<file path="src/rtl/frog_position_ctrl_pkg.sv">
// Shared constants and encodings for the frog position controller.
// Latency: n/a (definitions only).
// Backpressure: n/a.
package frog_position_ctrl_pkg;

    localparam int DEF_TILE_SIZE    = 16;
    localparam int DEF_GRID_COLS    = 20;
    localparam int DEF_GRID_ROWS    = 15;
    localparam int DEF_START_COL    = 10;
    localparam int DEF_START_ROW    = 12;
    localparam int DEF_COOLDOWN_CYC = 2_500_000;
    localparam int DEF_REPEAT_CYC   = 5_000_000;
    localparam int DEF_POS_W        = 9;

    // Values double as bit indices into the packed switch vector.
    typedef enum logic [1:0] {
        DIR_UP    = 2'd0,
        DIR_DOWN  = 2'd1,
        DIR_LEFT  = 2'd2,
        DIR_RIGHT = 2'd3
    } dir_t;

    typedef enum logic {
        ST_IDLE     = 1'b0,
        ST_COOLDOWN = 1'b1
    } state_t;

endpackage

</file>
<file path="src/rtl/frog_position_ctrl_edge_detect.sv">
// Rising-edge detector for one debounced switch level.
// Latency: combinational pulse in the cycle the level first reads 1.
// Backpressure: none; the previous level is tracked unconditionally.
// Ports: i_Clk, i_Reset (sync, active-high), i_Level in, o_Rise out.
module switch_edge_detect (
    input  logic i_Clk,
    input  logic i_Reset,
    input  logic i_Level,
    output logic o_Rise
);

    logic level_q;

    always_ff @(posedge i_Clk) begin
        if (i_Reset) begin
            level_q <= 1'b0;
        end else begin
            level_q <= i_Level;
        end
    end

    assign o_Rise = i_Level & ~level_q;

endmodule

</file>
<file path="src/rtl/frog_position_ctrl.sv">
// Turns switch presses into a tile-snapped, bounded frog position with post-hop cooldown.
// Latency: 1 clock from a detected switch edge (or respawn) to updated position/pulses.
// Backpressure: none; presses during cooldown are dropped. Optional macro HOP_REPEAT_EN adds auto-repeat.
// Ports: i_Clk, i_Reset (sync, active-high), i_Switch_Up/Down/Left/Right levels, i_Respawn pulse;
//        o_X_Position/o_Y_Position pixels, o_Hop_Pulse, o_Blocked pulses, o_At_Goal level.
module frog_position_ctrl
    import frog_position_ctrl_pkg::*;
#(
    parameter int TILE_SIZE    = DEF_TILE_SIZE,
    parameter int GRID_COLS    = DEF_GRID_COLS,
    parameter int GRID_ROWS    = DEF_GRID_ROWS,
    parameter int START_COL    = DEF_START_COL,
    parameter int START_ROW    = DEF_START_ROW,
    parameter int COOLDOWN_CYC = DEF_COOLDOWN_CYC,
`ifdef HOP_REPEAT_EN
    parameter int REPEAT_CYC   = DEF_REPEAT_CYC,
`endif
    parameter int POS_W        = DEF_POS_W
) (
    input  logic             i_Clk,
    input  logic             i_Reset,
    input  logic             i_Switch_Up,
    input  logic             i_Switch_Down,
    input  logic             i_Switch_Left,
    input  logic             i_Switch_Right,
    input  logic             i_Respawn,
    output logic [POS_W-1:0] o_X_Position,
    output logic [POS_W-1:0] o_Y_Position,
    output logic             o_Hop_Pulse,
    output logic             o_Blocked,
    output logic             o_At_Goal
);

    localparam int COL_W = (GRID_COLS > 1) ? $clog2(GRID_COLS) : 1;
    localparam int ROW_W = (GRID_ROWS > 1) ? $clog2(GRID_ROWS) : 1;
    localparam int SHIFT = $clog2(TILE_SIZE);
    localparam int CNT_W = (COOLDOWN_CYC > 1) ? $clog2(COOLDOWN_CYC) : 1;

    localparam logic [COL_W-1:0] COL_MAX   = COL_W'(GRID_COLS - 1);
    localparam logic [ROW_W-1:0] ROW_MAX   = ROW_W'(GRID_ROWS - 1);
    localparam logic [COL_W-1:0] COL_SPAWN = COL_W'(START_COL);
    localparam logic [ROW_W-1:0] ROW_SPAWN = ROW_W'(START_ROW);
    localparam logic [CNT_W-1:0] CD_LAST   = CNT_W'(COOLDOWN_CYC - 1);

    logic [3:0] sw_lvl;
    logic [3:0] sw_rise;

    state_t           state_q, state_d;
    logic [CNT_W-1:0] cnt_q, cnt_d;
    logic [COL_W-1:0] col_q, col_d;
    logic [ROW_W-1:0] row_q, row_d;
    logic             hop_q, hop_d;
    logic             blk_q, blk_d;
    logic             try_vld;
    dir_t             try_dir;

`ifdef HOP_REPEAT_EN
    localparam int RPT_W = (REPEAT_CYC > 1) ? $clog2(REPEAT_CYC) : 1;
    localparam logic [RPT_W-1:0] RPT_LAST = RPT_W'(REPEAT_CYC - 1);

    // rpt_arm: the last successful hop direction is known; rpt_on: repeat counter running.
    dir_t             rpt_dir_q, rpt_dir_d;
    logic             rpt_arm_q, rpt_arm_d;
    logic             rpt_on_q, rpt_on_d;
    logic [RPT_W-1:0] rpt_cnt_q, rpt_cnt_d;
`endif

    // Bit index of each switch matches its dir_t encoding.
    assign sw_lvl = {i_Switch_Right, i_Switch_Left, i_Switch_Down, i_Switch_Up};

    for (genvar g = 0; g < 4; g++) begin : g_edge
        switch_edge_detect u_edge (
            .i_Clk   (i_Clk),
            .i_Reset (i_Reset),
            .i_Level (sw_lvl[g]),
            .o_Rise  (sw_rise[g])
        );
    end

    always_comb begin
        state_d = state_q;
        cnt_d   = cnt_q;
        col_d   = col_q;
        row_d   = row_q;
        hop_d   = 1'b0;
        blk_d   = 1'b0;
        try_vld = 1'b0;
        try_dir = DIR_UP;
`ifdef HOP_REPEAT_EN
        rpt_dir_d = rpt_dir_q;
        rpt_arm_d = rpt_arm_q;
        rpt_on_d  = rpt_on_q;
        rpt_cnt_d = rpt_cnt_q;
`endif

        if (i_Respawn) begin
            // Respawn wins over any same-cycle press and never pulses a hop.
            col_d   = COL_SPAWN;
            row_d   = ROW_SPAWN;
            state_d = ST_COOLDOWN;
            cnt_d   = '0;
`ifdef HOP_REPEAT_EN
            rpt_arm_d = 1'b0;
            rpt_on_d  = 1'b0;
`endif
        end else begin
            case (state_q)
                ST_COOLDOWN: begin
                    if (cnt_q == CD_LAST) begin
                        state_d = ST_IDLE;
`ifdef HOP_REPEAT_EN
                        rpt_on_d  = rpt_arm_q & sw_lvl[rpt_dir_q];
                        rpt_cnt_d = '0;
`endif
                    end else begin
                        cnt_d = cnt_q + 1'b1;
                    end
                end
                default: begin
                    if (|sw_rise) begin
                        try_vld = 1'b1;
                        if (sw_rise[DIR_UP])        try_dir = DIR_UP;
                        else if (sw_rise[DIR_DOWN]) try_dir = DIR_DOWN;
                        else if (sw_rise[DIR_LEFT]) try_dir = DIR_LEFT;
                        else                        try_dir = DIR_RIGHT;
`ifdef HOP_REPEAT_EN
                        rpt_on_d = 1'b0;
                    end else if (rpt_on_q) begin
                        if (!sw_lvl[rpt_dir_q]) begin
                            rpt_on_d = 1'b0;
                        end else if (rpt_cnt_q == RPT_LAST) begin
                            try_vld   = 1'b1;
                            try_dir   = rpt_dir_q;
                            rpt_cnt_d = '0;
                        end else begin
                            rpt_cnt_d = rpt_cnt_q + 1'b1;
                        end
`endif
                    end
                end
            endcase
        end

        if (try_vld) begin
            case (try_dir)
                DIR_UP:   if (row_q == '0)     blk_d = 1'b1; else begin row_d = row_q - 1'b1; hop_d = 1'b1; end
                DIR_DOWN: if (row_q == ROW_MAX) blk_d = 1'b1; else begin row_d = row_q + 1'b1; hop_d = 1'b1; end
                DIR_LEFT: if (col_q == '0)     blk_d = 1'b1; else begin col_d = col_q - 1'b1; hop_d = 1'b1; end
                default:  if (col_q == COL_MAX) blk_d = 1'b1; else begin col_d = col_q + 1'b1; hop_d = 1'b1; end
            endcase
            if (hop_d) begin
                state_d = ST_COOLDOWN;
                cnt_d   = '0;
`ifdef HOP_REPEAT_EN
                rpt_arm_d = 1'b1;
                rpt_dir_d = try_dir;
                rpt_on_d  = 1'b0;
`endif
            end
        end
    end

    always_ff @(posedge i_Clk) begin
        if (i_Reset) begin
            state_q <= ST_IDLE;
            cnt_q   <= '0;
            col_q   <= COL_SPAWN;
            row_q   <= ROW_SPAWN;
            hop_q   <= 1'b0;
            blk_q   <= 1'b0;
`ifdef HOP_REPEAT_EN
            rpt_dir_q <= DIR_UP;
            rpt_arm_q <= 1'b0;
            rpt_on_q  <= 1'b0;
            rpt_cnt_q <= '0;
`endif
        end else begin
            state_q <= state_d;
            cnt_q   <= cnt_d;
            col_q   <= col_d;
            row_q   <= row_d;
            hop_q   <= hop_d;
            blk_q   <= blk_d;
`ifdef HOP_REPEAT_EN
            rpt_dir_q <= rpt_dir_d;
            rpt_arm_q <= rpt_arm_d;
            rpt_on_q  <= rpt_on_d;
            rpt_cnt_q <= rpt_cnt_d;
`endif
        end
    end

    // Power-of-two tile size: pixel position is a plain shift of the tile index.
    assign o_X_Position = POS_W'(col_q) << SHIFT;
    assign o_Y_Position = POS_W'(row_q) << SHIFT;
    assign o_Hop_Pulse  = hop_q;
    assign o_Blocked    = blk_q;
    assign o_At_Goal    = (row_q == '0);

endmodule

</file>
<file path="config.mk">
export PLATFORM = sky130hd
export DESIGN_NAME = frog_position_ctrl
export DESIGN_NICKNAME = d
export VERILOG_FILES = /design/src/rtl/frog_position_ctrl_pkg.sv /design/src/rtl/frog_position_ctrl_edge_detect.sv /design/src/rtl/frog_position_ctrl.sv
export SDC_FILE = /design/constraint.sdc
export NUM_CORES = 1
export LEC_CHECK = 0
export BUFFER_PORTS_ARGS = -buffer_cell sky130_fd_sc_hd__buf_2
export CAP_MARGIN = 5
export CORE_UTILIZATION = 30
export CTS_BUF_LIST = sky130_fd_sc_hd__clkbuf_16
export CTS_CLUSTER_DIAMETER = 100
export DETAILED_ROUTE_END_ITERATION = 6
export PLACE_DENSITY = 0.5
export SLEW_MARGIN = 25
export SYNTH_ARGS = -nofsm -noshare
export SYNTH_HDL_FRONTEND = slang
export SYNTH_SLANG_ARGS = --single-unit
</file>
<file path="constraint.sdc">
create_clock -name i_Clk -period 4.35 [get_ports i_Clk]
set_clock_uncertainty 0.2 [all_clocks]
set_input_delay 0.435 -clock i_Clk [delete_from_list [all_inputs] [get_ports i_Clk]]
set_output_delay 0.435 -clock i_Clk [all_outputs]
set_load 0.005 [all_outputs]
</file>
# Yosys cells after proc, flatten, opt, wreduce, memory -nomap -nowiden
# Index checks and enable logic that the tools add are counted.
[totals]
out_inout_bits = 21
word_cells = 75
regBits = 38
[op_classes]
n_addsub = 5
muxes = 40
n_reduce_logical = 6
n_eq_ne = 5
bitwise = 9
[op_table]
columns = ["cell", "n"]
rows = [
  ["2-to-1 mux 22 bit", 5],
  ["adder 22 x 1 -> 22 bit (second input constant)", 1],
  ["equality test 22 bit (second input constant)", 1],
  ["2-to-1 mux 5 bit", 4],
  ["2-to-1 mux 1 bit", 18],
  ["2-to-1 mux 4 bit", 4],
  ["2-to-1 mux 2 bit", 5],
  ["case mux 5 bit (2 select lines)", 1],
  ["case mux 4 bit (2 select lines)", 1],
  ["case mux 1 bit (3 select lines)", 2],
  ["adder 5 x 1 -> 5 bit (second input constant)", 1],
  ["equality test 5 bit (second input constant)", 1],
  ["zero test 5 bit", 1],
  ["inverter 1 bit", 5],
  ["subtractor 5 x 1 -> 5 bit (second input constant)", 1],
  ["adder 4 x 1 -> 4 bit (second input constant)", 1],
  ["AND 1 bit", 4],
  ["equality test 4 bit (second input constant)", 1],
  ["zero test 4 bit", 1],
  ["OR reduction 2 bit", 2],
  ["OR reduction 4 bit", 1],
  ["subtractor 4 x 1 -> 4 bit (second input constant)", 1],
  ["equality test 2 x 1 -> 1 bit (second input constant)", 1],
  ["equality test 2 bit (second input constant)", 1],
  ["zero test 2 bit", 1],
]

# Logic depth before layout (Yosys ltp)
[depth]
depth_word = 13
mapped_depth = 8
ltp_nobuf = 7

# Cells and area by module
# Synthesis repeated with hierarchy kept, for this count alone.
[hier_totals]
cells_unflattened = 271
hier_area_um2 = 2377.3
[by_module_without_submodules]
columns = ["mod", "area_each_um2", "seq_area_each_um2", "cells_each", "instances"]
rows = [
  ["frog_position_ctrl", 2187.1, 680.7, 259, 1],
  ["switch_edge_detect", 47.5, 20.0, 3, 4],
]

# Worst setup path after synthesis
# OpenSTA, ideal clock, no wires.
[synth_path]
kind = "input -> register"
start = "input i_Respawn"
end = "register cnt_q[6]"
n_path_buf = 2
t_arrival_ns = 1.618
path_stages = 7
t_required_ns = 4.025
slack_ns = 2.406
cell_sequence = "clkbuf_1 > nor2_4 > o2111a_2 > nand3_4 > a32oi_4 > buf_6 > a21oi_1"
[synth_via]
elab_chain_cells = 6
word_cells_on_any_way = 10
[synth_lines]
columns = ["element", "line_no", "text"]
rows = [
  ["start, declared", "frog_position_ctrl.sv:26", "input logic i_Respawn,"],
  ["2-to-1 mux 2 bit", "frog_position_ctrl.sv:96", "if (i_Respawn) begin"],
  ["equality test 2 bit, or another cell as far along", "frog_position_ctrl.sv:145", "case (try_dir)"],
  ["case mux 1 bit (3 select lines)", "frog_position_ctrl.sv:145", ""],
  ["2-to-1 mux 1 bit", "frog_position_ctrl.sv:144", "if (try_vld) begin"],
  ["2-to-1 mux 22 bit", "frog_position_ctrl.sv:151", "if (hop_d) begin"],
  ["2-to-1 mux 22 bit (*)", "frog_position_ctrl.sv:144", ""],
  ["end signal, assigned", "frog_position_ctrl.sv:179", "cnt_q <= cnt_d;"],
  ["end, declared", "frog_position_ctrl.sv:49", "logic [CNT_W-1:0] cnt_q, cnt_d;"],
]
# Mark *: on every way between the ends. The rest lies on a longest branch, timed or not. The select of a mux whose other input is x is not followed.
# A chain may end at the register's enable or synchronous reset.

# Worst setup path in the final report
[layout_path]
start = "register row_q[0]"
end = "register cnt_q[2]"
[layout_via]
elab_chain_cells = 6
word_cells_on_any_way = 8
[layout_lines]
columns = ["element", "line_no", "text"]
rows = [
  ["start, declared", "frog_position_ctrl.sv:51", "logic [ROW_W-1:0] row_q, row_d;"],
  ["start signal, assigned", "frog_position_ctrl.sv:181", "row_q <= row_d;"],
  ["equality test 4 bit or zero test 4 bit (tied branches)", "frog_position_ctrl.sv:147, frog_position_ctrl.sv:146", ""],
  ["2-to-1 mux 1 bit, on equally long branches", "frog_position_ctrl.sv:147, frog_position_ctrl.sv:146", ""],
  ["case mux 1 bit (3 select lines) (*)", "frog_position_ctrl.sv:145", ""],
  ["2-to-1 mux 1 bit (*)", "frog_position_ctrl.sv:144", ""],
  ["2-to-1 mux 22 bit (*)", "frog_position_ctrl.sv:151", ""],
  ["2-to-1 mux 22 bit (*)", "frog_position_ctrl.sv:144", ""],
]
# Marked as above.

==> summary.md <==
| Metric | Value |
|---|---|
| Post-layout util | `0.347` |
| Worst skew pair latency | `0.28 ns` |
| Root buffer cell | `clkbuf_16` |
| Filler cells | `769` |
| Hold path startpoint | `i_Switch_Right` |
| Synth top area cells | `dfxtp_1 33%, nor2_1 5.4%, nand2_1 4.3%, xnor2_1 4.2%, nand3_1 3.7%` |
| Setup crit start | `row_q[0]$_SDFF_PP0_` |
| Via count of the routed design | `1923` |
| Routability Congestion | `0.826` |
| Main combinational cell family by area after synthesis | `simple AND/OR/NAND/NOR gates` |
| Post-synth top area cell | `dfxtp_1` |
| Post-CTS sizing | `0` |
| Post-CTS Setup Bufs | `0` |
| CTS Buffer Depth | `2` |
| Min Clock Period, post-route | `2.38 ns` |
| Yosys warnings | `0` |
| Worst-Margin Slew | `0.700 ns` |
| CP Capture Type | `flip-flop` |
| Hold Fails Final Rpt | `0` |
| Fin Setup TNS | `0 ns` |
| Slew Viols, Final | `0` |
| RSZ-0062 raised after global routing | `false` |
| Antenna diodes | `0` |
| Syn-to-layout area delta | `11.1%` |
| Pin count of the biggest net entering global routing | `23` |
| Xor/xnor share of the synthesized area | `0.0573` |
| H-tree depth | `2` |
| WP data arrival | `2.31 ns` |
| DR WL/cell | `12.9 um` |
| Routed Antenna Nets | `0` |
| #FFs+latches synth | `38` |
| Final setup fails | `0` |
| Synthesized area | `0.00229 mm^2` |
| Mapped Cells | `274` |
| Critical Path RT | `4.29 ns` |
| DRT iter0 DRCs | `128` |
| Leakage | `0.896 nW` |
| Total congestion overflow | `0` |
| Startpoint Class | `flip-flop` |
| Rel. slew slack | `0.534` |
| Post-synthesis compound-gate area fraction | `0.176` |
| Crit-path max FO | `22` |
| Primary FF master, synth | `dfxtp_1` |
| Core area | `0.00733 mm^2` |
| Critical path type | `reg -> reg` |
| Max stage delay cell, worst path | `a32oi_4` |
| CTS tree | `done` |
| Post-route DRC | `0` |
| Clock sinks | `38` |
| Initial antenna violation count | `0` |
| First-pass GRT wire length | `8340 um` |
| EDFF count, synth | `0` |
| Pre-antenna DRT Iters | `4` |
| Share of cells above drive strength 1 | `0.142` |
| Post-CTS Hold Fix Bufs | `0` |
| Worst path cell trace | `inv_1, ha_1, nand2_1, inv_1, o221a_2, a32oi_4, nor3_1` |
| Num rows | `31` |
| Number of port buffers | `18` |
| Hpwl dp | `3760 um` |
| Total Routed Length | `5010 um` |
| Yosys top cell area share | `0.332` |
| Clk pin slew, worst setup/hold paths | `0.06 ns` |
| Die H | `89.4 um` |
| Inserted Clock Buffers | `5` |
| Tcrit/Tclk final | `0.546` |
| Reg-to-Reg Start | `row_q[0]$_SDFF_PP0_` |
| Synth Area per Inst | `8.37 um^2` |
| Share of flip-flops with an asynchronous set or reset | `0` |
| Max Cap Viol | `0` |
| Post-synthesis sequential area ratio | `0.332` |
| Power Total | `0.794 mW` |
| Die area | `0.00799 mm^2` |
| IO Count | `28` |
| Die Wd | `89.4 um` |
| Status | `finished clean` |
| Cell mode on critical path | `inv_1` |
| CP max stage delay | `0.57 ns` |
| Post-Synth Adder-Cell Area | `0.0328` |
| Fmax | `0.421 GHz` |
| Simple-gate share of the synthesized area | `0.314` |
| Initial Utilization | `0.313` |
| GRT Overall Usage | `0.137` |
| Number of global-route vias before repair | `1662` |
| Final hold slack | `0.183 ns` |
| Drt via density | `4.96` |
| Final net count | `301` |
| Synth unique cells | `61` |
| Pwr dens | `312 mW/mm^2` |
| Min-Delay Path Class | `in -> reg` |
| Multiplexer area fraction after synthesis | `0.0180` |
| VDD IR max | `0.168 mV` |
## power breakdown
group | switching, mW | total [mW] | internal, mW
clock network | 0.140 | 0.347 | 0.207
registers | 0.0100 | 0.366 | 0.356
logic | 0.0510 | 0.0818 | 0.0308
total | 0.201 | 0.794 | 0.594
## worst paths after layout
| check | to | slack (ns) | cells past startpoint |
|---|---|---|---|
| setup / recovery | cnt_q[2]$_SDFF_PP0_ | 1.97 | 7 |
| hold / removal | g_edge[3].u_edge.level_q$_SDFF_PP0_ | 0.18 | 2 |
| setup reg to reg | cnt_q[2]$_SDFF_PP0_ | 1.97 | 7 |
| hold reg to reg | cnt_q[6]$_SDFF_PP0_ | 0.30 | 2 |
## area by class of cell
class,instances,area [um^2],share of cell area
multi-input combinational,217,1400,0.551
sequential,38,761,0.299
clock buffer,5,125,0.0491
tap,99,124,0.0486
timing repair buffer,18,90.1,0.0354
inverter,8,30.0,0.0118
clock inverter,3,12.5,0.00491
## routing by layer
| metal | share of wire | wire length, um | up-vias | GRT usage |
|---|---|---|---|---|
| met5 | 0 | 0 | - | 0 |
| met4 | 0.016 | 79 | 0 | 0.0563 |
| met3 | 0.033 | 163 | 4 | 0.0295 |
| met2 | 0.44 | 2220 | 36 | 0.203 |
| met1 | 0.51 | 2540 | 889 | 0.191 |
| li1 | - | - | 994 | - |
## stage by stage
stage	setup slack (ns)	std cells	area [um^2]
after floorplan	2.41	282	2320
after detailed placement	1.70	380	2410
after global placement	1.74	380	2410
after CTS	1.93	388	2550
after global routing	1.73	388	2550
final	1.97	388	2550
## critical path: cells and delay by family, from the launching register on
kind,cells,cell delay [ns]
compound gates,2,0.89
fa+ha+maj,1,0.25
buf+inv,2,0.21
flops,1,0.40
simple gates,2,0.28
## placed cells by master (no fill, tap or decap), drive strengths merged, types with 5 or more instances in the layout
| master | netlist | routed |
|---|---|---|
| and3 | 5 | 5 |
| nor2 | 35 | 35 |
| conb | 1 | 9 |
| ha | 6 | 6 |
| nor3 | 7 | 7 |
| nand2 | 26 | 26 |
| nor4 | 6 | 6 |
| nand2b | 5 | 5 |
| buf | 17 | 18 |
| clkbuf | 2 | 5 |
| o21ai | 7 | 7 |
| xnor2 | 11 | 11 |
| nor2b | 8 | 8 |
| a21oi | 14 | 14 |
| inv | 8 | 9 |
| dfxtp | 38 | 38 |
| nand3 | 18 | 18 |
## registers in the layout, indices dropped and copies added, names as in the netlist
register / flops
o_Hop_Pulse: 1
g_edge.u_edge.level_q: 4
o_Blocked: 1
cnt_q: 22
row_q: 4
col_q: 5
state_q: 1
## Yosys cell counts (2+ instances only)
cell type,number
nand4_1,4
xnor2_1,11
o211ai_1,2
nor2b_1,8
a211o_1,2
nand3_1,17
inv_1,8
buf_6,2
xor2_1,4
nor3_1,7
clkbuf_1,2
dfxtp_1,38
o31ai_1,3
a211oi_1,2
a31oi_1,4
o22ai_1,2
buf_4,9
o21ai_0,5
nor4_1,5
nor4b_2,2
a21o_1,4
buf_2,6
and4_1,2
and3_1,4
ha_1,6
a21oi_1,13
or4_1,2
nand2_1,26
nand2b_1,5
a221oi_1,2
or3_1,3
nor2_1,33
mux2i_1,3
## cell families after synthesis
logic type / after synthesis
simple gates: 130
compound gates: 53
flops: 38
buf+inv: 27
xor+xnor: 15
fa+ha+maj: 6
mux: 4
other cells: 1
Note: power is estimated with default switching activity, not from simulation.
